<file path="config.mk">
export PLATFORM = sky130hd
export DESIGN_NAME = io64_uart_tx_flat
export DESIGN_NICKNAME = d
export VERILOG_FILES = /design/src/rtl/io64_uart_tx_pkg.sv /design/src/rtl/io64_uart_tx_if.sv /design/src/rtl/io64_word_fifo.sv /design/src/rtl/io64_uart_tx.sv /design/src/flat_wrapper.sv
export SDC_FILE = /design/constraint.sdc
export NUM_CORES = 1
export LEC_CHECK = 0
export ABC_AREA = 0
export CAP_MARGIN = 20
export CORE_ASPECT_RATIO = 1.75
export CORE_MARGIN = 4
export CORE_UTILIZATION = 45
export DETAILED_ROUTE_END_ITERATION = 6
export GPL_ROUTABILITY_DRIVEN = 0
export HOLD_SLACK_MARGIN = 0.03
export SLEW_MARGIN = 20
export SYNTH_ARGS = -nofsm -noshare
export SYNTH_HDL_FRONTEND = slang
export SYNTH_SLANG_ARGS = --single-unit
</file>
<file path="constraint.sdc">
create_clock -name CLK -period 3.3 [get_ports CLK]
set_clock_uncertainty 0.15 [all_clocks]
set_input_delay 0.66 -clock CLK [delete_from_list [all_inputs] [get_ports CLK]]
set_output_delay 0.66 -clock CLK [all_outputs]
set_load 0.03 [all_outputs]
</file>
<file path="src/rtl/io64_uart_tx_pkg.sv">
// Shared types and constants for the IO address 64 UART transmitter.
package io64_pkg;

    localparam logic [7:0] IO64_ADDR = 8'h40;
    localparam int         DATA_W    = 16;
    localparam int         BYTE_W    = 8;

    typedef enum logic [2:0] {
        TX_IDLE,
        TX_START,
        TX_DATA,
        TX_STOP,
        TX_PARITY
    } tx_state_e;

endpackage

</file>
<file path="src/rtl/io64_uart_tx_if.sv">
// Write-back side port: the IO address 64 write strobe and its data word.
interface io64_uart_tx_if;
    import io64_pkg::*;

    logic              IO_WEN;
    logic [DATA_W-1:0] IO_DATA;

    modport master (output IO_WEN, output IO_DATA);
    modport slave  (input  IO_WEN, input  IO_DATA);

endinterface

</file>
<file path="src/rtl/io64_word_fifo.sv">
// Word capture FIFO; a push while full is dropped and latches a sticky overrun flag.
module io64_word_fifo
    import io64_pkg::*;
#(
    parameter int FIFO_DEPTH = 4
) (
    input  logic              CLK,
    input  logic              RESET,
    input  logic              push,
    input  logic [DATA_W-1:0] wdata,
    input  logic              pop,
    output logic [DATA_W-1:0] rdata,
    output logic              full,
    output logic              empty,
    output logic              overrun
);

    localparam int PTR_W = $clog2(FIFO_DEPTH);
    localparam int CNT_W = PTR_W + 1;

    logic [DATA_W-1:0] mem [FIFO_DEPTH];
    logic [PTR_W-1:0]  wr_ptr_q, wr_ptr_d;
    logic [PTR_W-1:0]  rd_ptr_q, rd_ptr_d;
    logic [CNT_W-1:0]  count_q, count_d;
    logic              overrun_q, overrun_d;
    logic              do_push, do_pop;

    assign empty   = (count_q == '0);
    assign full    = (count_q == CNT_W'(FIFO_DEPTH));
    assign overrun = overrun_q;
    assign rdata   = mem[rd_ptr_q];

    // A same-cycle pop frees a slot, so a full FIFO can still accept the write.
    assign do_pop  = pop && !empty;
    assign do_push = push && (!full || do_pop);

    always_comb begin
        wr_ptr_d  = wr_ptr_q;
        rd_ptr_d  = rd_ptr_q;
        count_d   = count_q + CNT_W'(do_push) - CNT_W'(do_pop);
        overrun_d = overrun_q || (push && !do_push);
        if (do_push) wr_ptr_d = wr_ptr_q + PTR_W'(1);
        if (do_pop)  rd_ptr_d = rd_ptr_q + PTR_W'(1);
    end

    always_ff @(posedge CLK) begin
        if (RESET) begin
            wr_ptr_q  <= '0;
            rd_ptr_q  <= '0;
            count_q   <= '0;
            overrun_q <= 1'b0;
        end else begin
            wr_ptr_q  <= wr_ptr_d;
            rd_ptr_q  <= rd_ptr_d;
            count_q   <= count_d;
            overrun_q <= overrun_d;
        end
    end

    always_ff @(posedge CLK) begin
        if (do_push) mem[wr_ptr_q] <= wdata;
    end

endmodule

</file>
<file path="src/rtl/io64_uart_tx.sv">
// Serialises words written to IO address 64 as two UART bytes, low byte first.
// Define IO64_TX_PARITY_EN for 8E1 framing; default build is 8N1.
module io64_uart_tx
    import io64_pkg::*;
#(
    parameter int CLKS_PER_BIT = 434,
    parameter int FIFO_DEPTH   = 4
) (
    input  logic           CLK,
    input  logic           RESET,
    io64_uart_tx_if.slave  bus,
    output logic           TXD,
    output logic           BUSY,
    output logic           FULL,
    output logic           OVERRUN
);

    localparam logic [15:0] TMR_LOAD = 16'(CLKS_PER_BIT - 1);

    tx_state_e         state_q, state_d;
    logic [15:0]       timer_q, timer_d;
    logic [2:0]        bit_idx_q, bit_idx_d;
    logic              byte_sel_q, byte_sel_d;
    logic [DATA_W-1:0] hold_q, hold_d;
    logic              txd_q, txd_d;

    logic              fifo_pop, fifo_empty;
    logic [DATA_W-1:0] fifo_rdata;
    logic [BYTE_W-1:0] cur_byte;
    logic              tick;

    io64_word_fifo #(.FIFO_DEPTH(FIFO_DEPTH)) u_fifo (
        .CLK     (CLK),
        .RESET   (RESET),
        .push    (bus.IO_WEN),
        .wdata   (bus.IO_DATA),
        .pop     (fifo_pop),
        .rdata   (fifo_rdata),
        .full    (FULL),
        .empty   (fifo_empty),
        .overrun (OVERRUN)
    );

    assign cur_byte = byte_sel_q ? hold_q[DATA_W-1:BYTE_W] : hold_q[BYTE_W-1:0];
    assign tick     = (timer_q == '0);
    assign fifo_pop = (state_q == TX_IDLE) && !fifo_empty;
    assign TXD      = txd_q;
    assign BUSY     = !fifo_empty || (state_q != TX_IDLE);

    always_comb begin
        state_d    = state_q;
        timer_d    = timer_q;
        bit_idx_d  = bit_idx_q;
        byte_sel_d = byte_sel_q;
        hold_d     = hold_q;
        if (state_q != TX_IDLE && !tick) timer_d = timer_q - 16'd1;

        unique case (state_q)
            TX_IDLE: begin
                if (!fifo_empty) begin
                    hold_d     = fifo_rdata;
                    byte_sel_d = 1'b0;
                    timer_d    = TMR_LOAD;
                    state_d    = TX_START;
                end
            end
            TX_START: begin
                if (tick) begin
                    bit_idx_d = 3'd0;
                    timer_d   = TMR_LOAD;
                    state_d   = TX_DATA;
                end
            end
            TX_DATA: begin
                if (tick) begin
                    timer_d = TMR_LOAD;
                    if (bit_idx_q == 3'd7) begin
`ifdef IO64_TX_PARITY_EN
                        state_d = TX_PARITY;
`else
                        state_d = TX_STOP;
`endif
                    end else begin
                        bit_idx_d = bit_idx_q + 3'd1;
                    end
                end
            end
`ifdef IO64_TX_PARITY_EN
            TX_PARITY: begin
                if (tick) begin
                    timer_d = TMR_LOAD;
                    state_d = TX_STOP;
                end
            end
`endif
            TX_STOP: begin
                if (tick) begin
                    // High byte follows the low byte's stop bit with no idle gap.
                    if (!byte_sel_q) begin
                        byte_sel_d = 1'b1;
                        timer_d    = TMR_LOAD;
                        state_d    = TX_START;
                    end else begin
                        state_d = TX_IDLE;
                    end
                end
            end
            default: state_d = TX_IDLE;
        endcase
    end

    // Line level follows the current state one clock later, straight from a flop.
    always_comb begin
        txd_d = 1'b1;
        unique case (state_q)
            TX_START:  txd_d = 1'b0;
            TX_DATA:   txd_d = cur_byte[bit_idx_q];
`ifdef IO64_TX_PARITY_EN
            TX_PARITY: txd_d = ^cur_byte;
`endif
            default:   txd_d = 1'b1;
        endcase
    end

    always_ff @(posedge CLK) begin
        if (RESET) begin
            state_q    <= TX_IDLE;
            timer_q    <= '0;
            bit_idx_q  <= '0;
            byte_sel_q <= 1'b0;
            txd_q      <= 1'b1;
        end else begin
            state_q    <= state_d;
            timer_q    <= timer_d;
            bit_idx_q  <= bit_idx_d;
            byte_sel_q <= byte_sel_d;
            txd_q      <= txd_d;
        end
    end

    always_ff @(posedge CLK) begin
        hold_q <= hold_d;
    end

endmodule

</file>
<file path="src/flat_wrapper.sv">
// flat-port wrapper written by rule: the top's interface ports become plain ports
module io64_uart_tx_flat import io64_pkg::*;
#(
    parameter int CLKS_PER_BIT = 434,
    parameter int FIFO_DEPTH   = 4
)
  (CLK, RESET, TXD, BUSY, FULL, OVERRUN, bus_IO_WEN, bus_IO_DATA);
  io64_uart_tx_if bus_i ();
  input  logic CLK;
  input  logic RESET;
  output logic TXD;
  output logic BUSY;
  output logic FULL;
  output logic OVERRUN;
  input wire logic [$bits(bus_i.IO_WEN)-1:0] bus_IO_WEN;
  input wire logic [$bits(bus_i.IO_DATA)-1:0] bus_IO_DATA;
  assign bus_i.IO_WEN = bus_IO_WEN;
  assign bus_i.IO_DATA = bus_IO_DATA;
  io64_uart_tx #(.CLKS_PER_BIT(CLKS_PER_BIT), .FIFO_DEPTH(FIFO_DEPTH)) u_core (.CLK(CLK), .RESET(RESET), .bus(bus_i), .TXD(TXD), .BUSY(BUSY), .FULL(FULL), .OVERRUN(OVERRUN));
endmodule
</file>
======== Yosys cells after proc, flatten, opt, wreduce, memory -nomap -nowiden ========
Memory sizes are Yosys's and may differ from the RTL's. A register that Yosys moved wholly into a read port is not among the register bits.
Index checks and enable logic that the tools add are counted.
storage, ports and cells
  register bits ........................... 32
  RAM bits ................................ 64
  bits of input ports ..................... 19
  output and inout port bits .............. 4
  word-level logic and storage cells ...... 78
  memories kept ........................... 1
memories
  memory             depth  width  rd ports  clocked after Yosys merged registers in  wr ports  line                  source
  u_core.u_fifo.mem  4      16     1         1                                        1         io64_word_fifo.sv:21  logic [DATA_W-1:0] mem [FIFO_DEPTH];
cells by class
  add/sub/neg operators ................... 6
  order comparisons ....................... 1
  eq/ne operators ......................... 11
  mux-type cells .......................... 26
  bitwise operators ....................... 1
  reduce and logical (&&, ||, !) cells .... 23
operator list
  operator                 number
  $mux W16                 5
  $pmux W16 S3             1
  $mux W3                  8
  $logic_not A16 Y1        1
  $sub A16 B1 Y16 const B  1
  $pmux W3 S4              1
  $mux W8                  1
  $ne A2 B1 Y1 const B     4
  $eq A3 B2 Y1 const B     2
  $eq A3 B3 Y1 const B     2
  $logic_not A3 Y1         2
  $mux W1                  6
  $pmux W3 S2              1
  $logic_and A1 B1 Y1      5
  $reduce_and A5 Y1        1
  $add A2 B1 Y2 const B    2
  $logic_not A1 Y1         4
  $lt A3 B4 Y1 const B     1
  $ne A2 B2 Y1 const B     2
  $pmux W1 S2              2
  $reduce_and A4 Y1        1
  $reduce_bool A2 Y1       2
  $add A3 B1 Y3            1
  $add A3 B1 Y3 const B    1
  9 further kinds          11

======== Depth between registers and ports, before layout ========
Gate-level depths: netlist (run 1).
  depth after elaboration ................. 9
  gate-level depth with buffers ........... 12
  depth with buffers taken out ............ 11

======== Cells and area by module ========
A second synthesis (run 1) with hierarchy kept.
unflattened totals
  cell total of the unflattened synthesis .. 323
  area total of the unflattened synthesis .. 4840.9 um2
modules (own cells, without submodules)
  module          instances  cells an instance  area an instance (um2)  seq. area each (um2)
  io64_word_fifo  1          135                2840.2                  2122.0
  io64_uart_tx    1          188                2000.7                  940.9

======== Worst setup path after synthesis (run 1) ========
OpenSTA, ideal clock, no wires.
  path kind ............................... register to register
  from .................................... register u_core.state_q[0]
  to ...................................... register u_core.u_fifo.count_q[2]
  library setup time ...................... 0.128 ns
  data arrival time ....................... 2.281 ns
  setup slack ............................. 0.741 ns
  cell stages (with the launch flop) ...... 13
  path buffers ............................ 1
  clock period less this slack ............ 2.559 ns
  cell sequence ........................... dfxtp_1 -> inv_1 -> ha_1 -> clkbuf_1 -> nand2_1 -> inv_1 -> o21bai_1 -> ha_1 -> inv_1 -> fa_1 -> xor2_1 -> xnor2_1 -> nor2_1
on the way
  longest elaborated chain between the ends .. 7
RTL lines
  item                     line                  source
  start, declared          io64_uart_tx.sv:20    tx_state_e state_q, state_d;
  start signal, assigned   io64_uart_tx.sv:133   state_q <= state_d;
  $logic_not A3 Y1 (*)     io64_uart_tx.sv:46    assign fifo_pop = (state_q == TX_IDLE) && !fifo_empty;
  $logic_and A1 B1 Y1 (*)  io64_uart_tx.sv:46
  net u_core.fifo_pop      io64_uart_tx.sv:27    logic fifo_pop, fifo_empty;
  $logic_and A1 B1 Y1 (*)  io64_word_fifo.sv:34  assign do_pop = pop && !empty;
  $logic_or A1 B1 Y1       io64_word_fifo.sv:35  assign do_push = push && (!full || do_pop);
  $logic_and A1 B1 Y1      io64_word_fifo.sv:35
  $add A3 B1 Y3            io64_word_fifo.sv:40  count_d = count_q + CNT_W'(do_push) - CNT_W'(do_pop);
  $sub A3 B1 Y3 (*)        io64_word_fifo.sv:40
  end signal, assigned     io64_word_fifo.sv:55  count_q <= count_d;
  end, declared            io64_word_fifo.sv:24  logic [CNT_W-1:0] count_q, count_d;
Mark *: on every way through the listed nets, which the timed path passes. The rest lies on a longest branch.
A chain may end at the register's enable or synchronous reset.

======== Final worst setup path (run 1) ========
  from .................................... register u_core.state_q[0]
  to ...................................... output BUSY
on the way
  longest elaborated chain between the ends .. 2
RTL lines
  item                line                source
  $reduce_bool A3 Y1  io64_uart_tx.sv:48  assign BUSY = !fifo_empty || (state_q != TX_IDLE);
  $logic_or A1 B1 Y1  io64_uart_tx.sv:48
  end, declared       flat_wrapper.sv:12  output logic BUSY;
No other way between the ends.

==> metrics.cfg, run 1 <==
[clock_tree]
numCtsBuffers=9
cts_resized=0
cts_tree=done
clock_tree.root_cell=clkbuf_16
cts_hold_buffers=0
cts.sinks=111
cts.htree.levels=3
cts_buffer_depth=2
cts_setup_buffers=0
clk_latency_ns=0.34
cts.clk_slew.worst_paths_ns=0.07

[route]
drc=0
vias_per_cell=5.49
wl_per_cell_um=17.8
antenna_left=0
num_vias=2637
drt_iter0_drc=100
dr.pass1.iters=4
wl_mm=8.52

[synth]
yosys-top-cells-area=edfxtp_1, dfxtp_1, mux4_2
syn_area_per_cell_um2=14.8
netlist_area_um2=4730
syn-instance-count=320
synthMuxAreaShare_pct=10.6
ys_warn_count=0
synth_top_flop_cell=edfxtp_1
synth_top_area_share_pct=50.8
yosysSeqAreaShare_pct=64.0
synth_top_family_by_area=multiplexers
synthSimpleGateAreaFrac_pct=10.5
synth_xor_area_share_pct=3.34
synth-seq-cells=111
syn_nets=353
synth_edf_count=80
synth_compound_area_share_pct=5.14
synthAdderAreaFrac_pct=3.87
synth_area_leader_cell=edfxtp_1
synth.distinct_cells=50
synth-async-reset-ratio_pct=0

[pwr]
power.total_mw=4.91
leakagePower_nw=1.85
ir_drop_v=0.000460
powerDensity_nw_per_um2=905

[worst_setup_path]
rr_endpoint=u_core.timer_q[8]
cp_top_family=buffers and inverters
end_kind=primary output
cp.depth=6
crit_required_ns=2.49
critPathSlowestCell=clkdlybuf4s50_1
startpoint=u_core.state_q[0]
crit_type=reg2out
crit_top_cell=inv_1
worstPathArrival_ns=2.26
crit_buf_inv=4
path_cells=inv_1, ha_1, nor4b_1, buf_4, inv_1, clkdlybuf4s50_1
r2r_setup_slack_ns=0.68
critPathMaxStageDelay_ns=0.58
cp_max_fo=6
r2r-start=u_core.state_q[0]
startpoint_type=register
reg2reg_depth=8
crit_path_end=BUSY

[floorplanning]
io_pins=23
core-area_um2=10300
rows=49
dieWidth_um=85.5
fp.dieH_um=144
dieArea_um2=12300
start_util_pct=45.9

[min_path]
holdCritPathClass=reg2reg

[cells_and_area]
final_common_cell=edfxtp_1
most-common-layout-cells=edfxtp_1, nor2_1, dfxtp_1
post-route-util_pct=52.6
drive_above_1_share_pct=15.9
area_growth_syn_to_layout_pct=14.7
multi_input_area_um2=1590
seqCellArea_um2=3020
stdcell_area_um2=5420
n_fill_cell=891
antenna_cells=0
fin_nets=381

[sta]
layout_worst_path_cycle_share_pct=93.1
fmax_mhz=325
hold_viol_final=0
report.final.slew_viol_count=0
setup_violations=0
fin_tns_setup_ns=0
tightest_slew_ns=0.895
min_period_ns=3.07
rsz0062_at_grt=no
max_slew_margin_pct=40.3

[global_routing]
grt_pass1_vias=2698
overflow=0
antenna_found_initial=0
grt_max_degree=22
grtUsageTotal_pct=15.2
grt_pass1_wl_mm=14.0

[flow_run]
maxCapViolations=0

[place]
dpl_cell_area_um2=5130
portBuffers=22
hpwl_mm=5.95

[run_status]
status=finished clean

==> worst register-to-register path, stage by stage, from the launching register on <==
cell and delay (ns):
dfxtp_1 0.38, inv_1 0.08, ha_1 0.27, buf_4 0.21
or4b_1 0.71, nor3_1 0.25, xor2_1 0.21, o21ai_0 0.10
a31oi_1 0.19
==> report_power, final <==
| part | switching, mW | leakage, nW | internal (mW) |
|---|---|---|---|
| sequential | 0.222 | 0.993 | 1.84 |
| clock | 0.477 | 0.142 | 0.593 |
| combinational | 0.982 | 0.714 | 0.794 |
==> cells in the mapped netlist (all sizes together), types with 2 or more instances <==
library cell  instances
edfxtp               80
nor2                 33
dfxtp                31
mux4                 21
ha                   13
inv                  12
o21ai                12
xor2                 10
clkbuf                9
nor3                  9
buf                   8
xnor2                 8
a21oi                 7
nand2                 6
nand3                 6
nor4                  6
nand4                 5
a31oi                 4
and2                  4
a211o                 3
mux2i                 3
nor2b                 3
or3                   3
a211oi                2
nand2b                2
nor4b                 2
o211ai                2
or4b                  2
==> worst min path at each step <==
stage / start / endpoint / slack (ns) / cells past startpoint
after global placement: u_core.u_fifo.overrun / u_core.u_fifo.overrun / 0.30 / 2
after detailed placement: u_core.u_fifo.overrun / u_core.u_fifo.overrun / 0.32 / 2
final: u_core.u_fifo.overrun / u_core.u_fifo.overrun / 0.34 / 2
after global routing: u_core.u_fifo.overrun / u_core.u_fifo.overrun / 0.40 / 2
after floorplan: u_core.bit_idx_q[2] / u_core.bit_idx_q[2] / 0.32 / 2
after CTS: u_core.u_fifo.overrun / u_core.u_fifo.overrun / 0.35 / 2
==> routing by layer <==
layer,share of wire [%],wire [µm],GRT usage [%],vias to the layer above
li1,-,-,-,1276
met2,58,4930,27.9,50
met5,0,0,0,-
met1,37,3190,16.6,1300
met4,2.0,167,7.42,0
met3,2.6,225,2.81,11
==> sequential cells by signal, indices dropped and copies added, names as in the netlist, 2 cells and up <==
name,count
u_core.u_fifo.mem,64
u_core.hold_q,16
u_core.timer_q,16
u_core.bit_idx_q,3
u_core.u_fifo.count_q,3
u_core.state_q,2
u_core.u_fifo.rd_ptr_q,2
u_core.u_fifo.wr_ptr_q,2
==> logic make-up after synthesis <==
| kind of cell | after synthesis |
|---|---|
| flip-flops | 111 |
| AND/OR/NAND/NOR | 86 |
| AO/OA/AOI/OAI | 38 |
| buffers and inverters | 29 |
| multiplexers | 24 |
| XOR/XNOR | 18 |
| adder cells (fa/ha/maj) | 14 |
==> layout make-up <==
cell class	count	share of cell area [%]
inverters	12	0.831
clock buffers	10	4.22
multi-input cells	180	29.3
repair buffers	34	5.72
flip-flops and latches	111	55.8
well taps	127	2.93
clock inverters	6	1.22
==> stage by stage <==
stage / cells / worst slack [ns] / hold WS, ns
floorplan: 320 / 0.741 / 0.322
finish: 480 / 0.226 / 0.338
global placement: 464 / 0.590 / 0.303
global route: 480 / 0.00600 / 0.398
detailed placement: 464 / 0.522 / 0.323
CTS: 480 / 0.174 / 0.346
Note: power is estimated with default switching activity, not from simulation.
==> run 2: changes to the inputs <==
- clock period: 3.3 -> 3.2 ns (I/O delays scaled with it)
==> run 2 against run 1 <==
Net effect:
- power is 2.3% higher
- first-iteration DRC count is 13% higher
- count of clock-buffer cells in the layout stayed put
- highest routed layer unchanged
- sequential share of layout area is 0.15 points higher
- clock power hardly changed
- critical path depth stayed put
- global-route usage is 0.30 points higher
- combinational power is 2% higher
- critical endpoint unchanged
- critical path type unchanged
- hold slack better by 0.023 ns
- utilization is 0.15 points lower
==> metrics.cfg, run 2 (same netlist as run 1, synthesis figures left out) <==
[clock_tree]
cts_buffer_depth=2  ; unchanged
numCtsBuffers=9  ; unchanged
cts.sinks=111  ; unchanged
cts.clk_slew.worst_paths_ns=0.07  ; about the same
cts_hold_buffers=0  ; unchanged
cts.htree.levels=3  ; unchanged
clock_tree.root_cell=clkbuf_16  ; unchanged
clk_latency_ns=0.35  ; was 0.34 ns
cts_tree=done  ; unchanged

[cells_and_area]
area_growth_syn_to_layout_pct=14.4  ; was 14.7%
most-common-layout-cells=edfxtp_1, nor2_1, dfxtp_1  ; unchanged
final_common_cell=edfxtp_1  ; unchanged
drive_above_1_share_pct=16.2  ; was 15.9%
final_cells=479  ; was 480
top_register=u_core.u_fifo.mem  ; unchanged
largest_register_ffs=64  ; unchanged
antenna_cells=0  ; unchanged
fin_nets=380  ; was 381
top_regs=u_core.u_fifo.mem: 64 flops, u_core.hold_q: 16 flops, u_core.timer_q: 16 flops  ; unchanged

[sta]
hold_viol_final=0  ; unchanged
rsz0062_at_grt=no  ; unchanged
layout_worst_path_cycle_share_pct=94.9
fin_tns_setup_ns=0  ; unchanged
fmax_mhz=329
tightest_slew_ns=0.875  ; was 0.895 ns
max_slew_margin_pct=41.6  ; was 40.3%
min_period_ns=3.04
setup_violations=0  ; unchanged
report.final.slew_viol_count=0  ; unchanged

[worst_setup_path]
startpoint_type=register  ; unchanged
cp_max_fo=9  ; was 6
end_kind=primary output  ; unchanged
worstPathArrival_ns=2.25  ; was 2.26 ns
crit_required_ns=2.41  ; was 2.49 ns
crit_type=reg2out  ; unchanged

[route]
wl_mm=8.69  ; was 8.52 mm
drt_iter0_drc=113  ; was 100
antenna_left=0  ; unchanged
dr.pass1.iters=4  ; unchanged
num_vias=2660  ; was 2637
vias_per_cell=5.55  ; was 5.49
wl_per_cell_um=18.1  ; was 17.8 µm
drc=0  ; unchanged

[global_routing]
grt_pass1_vias=2791  ; was 2698
overflow=0  ; unchanged
grtUsageTotal_pct=15.5  ; was 15.2%
grt_pass1_wl_mm=14.3  ; was 14.0 mm
antenna_found_initial=0  ; unchanged
grt_max_degree=22  ; unchanged

[floorplanning]
rows=49  ; unchanged
core-area_um2=10300  ; unchanged
fp.dieH_um=144  ; unchanged
dieWidth_um=85.5  ; unchanged
io_pins=23  ; unchanged
start_util_pct=45.9  ; unchanged
dieArea_um2=12300  ; unchanged

[place]
hpwl_mm=6.03  ; was 5.95 mm
dp_cells=463  ; was 464
portBuffers=22  ; unchanged

[pwr]
leakagePower_nw=1.84  ; was 1.85 nW
ir_drop_v=0.000487  ; was 0.000460 V
powerDensity_nw_per_um2=929  ; was 905 nW/µm²

[flow_run]
maxCapViolations=0  ; unchanged

[run_status]
status=finished clean  ; unchanged

[min_path]
holdCritPathClass=reg2reg  ; unchanged

run 2: final cells by class:
class | instances | area [µm²]
inverters | 12 | 45.0
fillers | 908 | 4890
flip-flops and latches | 111 | 3020
repair buffers | 33 | 303
clock buffers | 10 | 229
well taps | 127 | 159
clock inverters | 6 | 52.6
multi-input cells | 180 | 1600
run 2: final timing paths:
path                                            start                  endpoint  slack [ns]  depth (start not counted)
worst max-delay path                u_core.state_q[0]                      BUSY        0.16                          6
worst min-delay path            u_core.u_fifo.overrun     u_core.u_fifo.overrun        0.36                          2
worst max register to register      u_core.state_q[0]  u_core.u_fifo.count_q[2]        0.59                         12
worst min register to register  u_core.u_fifo.overrun     u_core.u_fifo.overrun        0.36                          2
run 2: stage by stage:
stage                     instance area, µm²  hold slack [ns]  util (%)  setup slack, ns  total power [mW]
after floorplan                         4730            0.322         -            0.641              3.47
after global placement                  5120            0.304      49.7            0.446              3.97
after detailed placement                5120            0.340      49.7            0.413              4.00
after CTS                               5400            0.364      52.4           0.0269              5.07
after global routing                    5410            0.380      52.5           0.0403              5.34
final                                   5410            0.362      52.5            0.165              5.02
run 2: power breakdown:
group	internal, mW	switching (mW)
registers	1.90	0.234
logic	0.808	1.02
clock network	0.543	0.525
total	3.25	1.77
run 2: critical path: stages (launching register included):
cell and delay (ns):
dfxtp_1 0.34, inv_1 0.09, ha_1 0.33, nor4b_2 0.30, buf_4 0.19, inv_1 0.06, clkdlybuf4s50_1 0.59
run 2: repair_timing:
item | CTS | global route
endpoints found under the setup margin | 0 | 1
resized for setup | 0 | 1
setup buffers | 0 | 0
hold endpoints to repair | 0 | 0
run 2: layer usage:
layer / vias to the layer above / track usage (%) / wire (µm)
met5: - / 0 / 0
met4: 0 / 7.01 / 250
met3: 15 / 3.04 / 213
met2: 40 / 29.0 / 4950
met1: 1339 / 16.6 / 3270
li1: 1266 / - / -
==> run 3: changes to the inputs <==
- SKIP_LAST_GASP: unset -> 1
==> results of run 3 <==
Same layout as run 2: the final DEF is identical, and so are final timing and power.
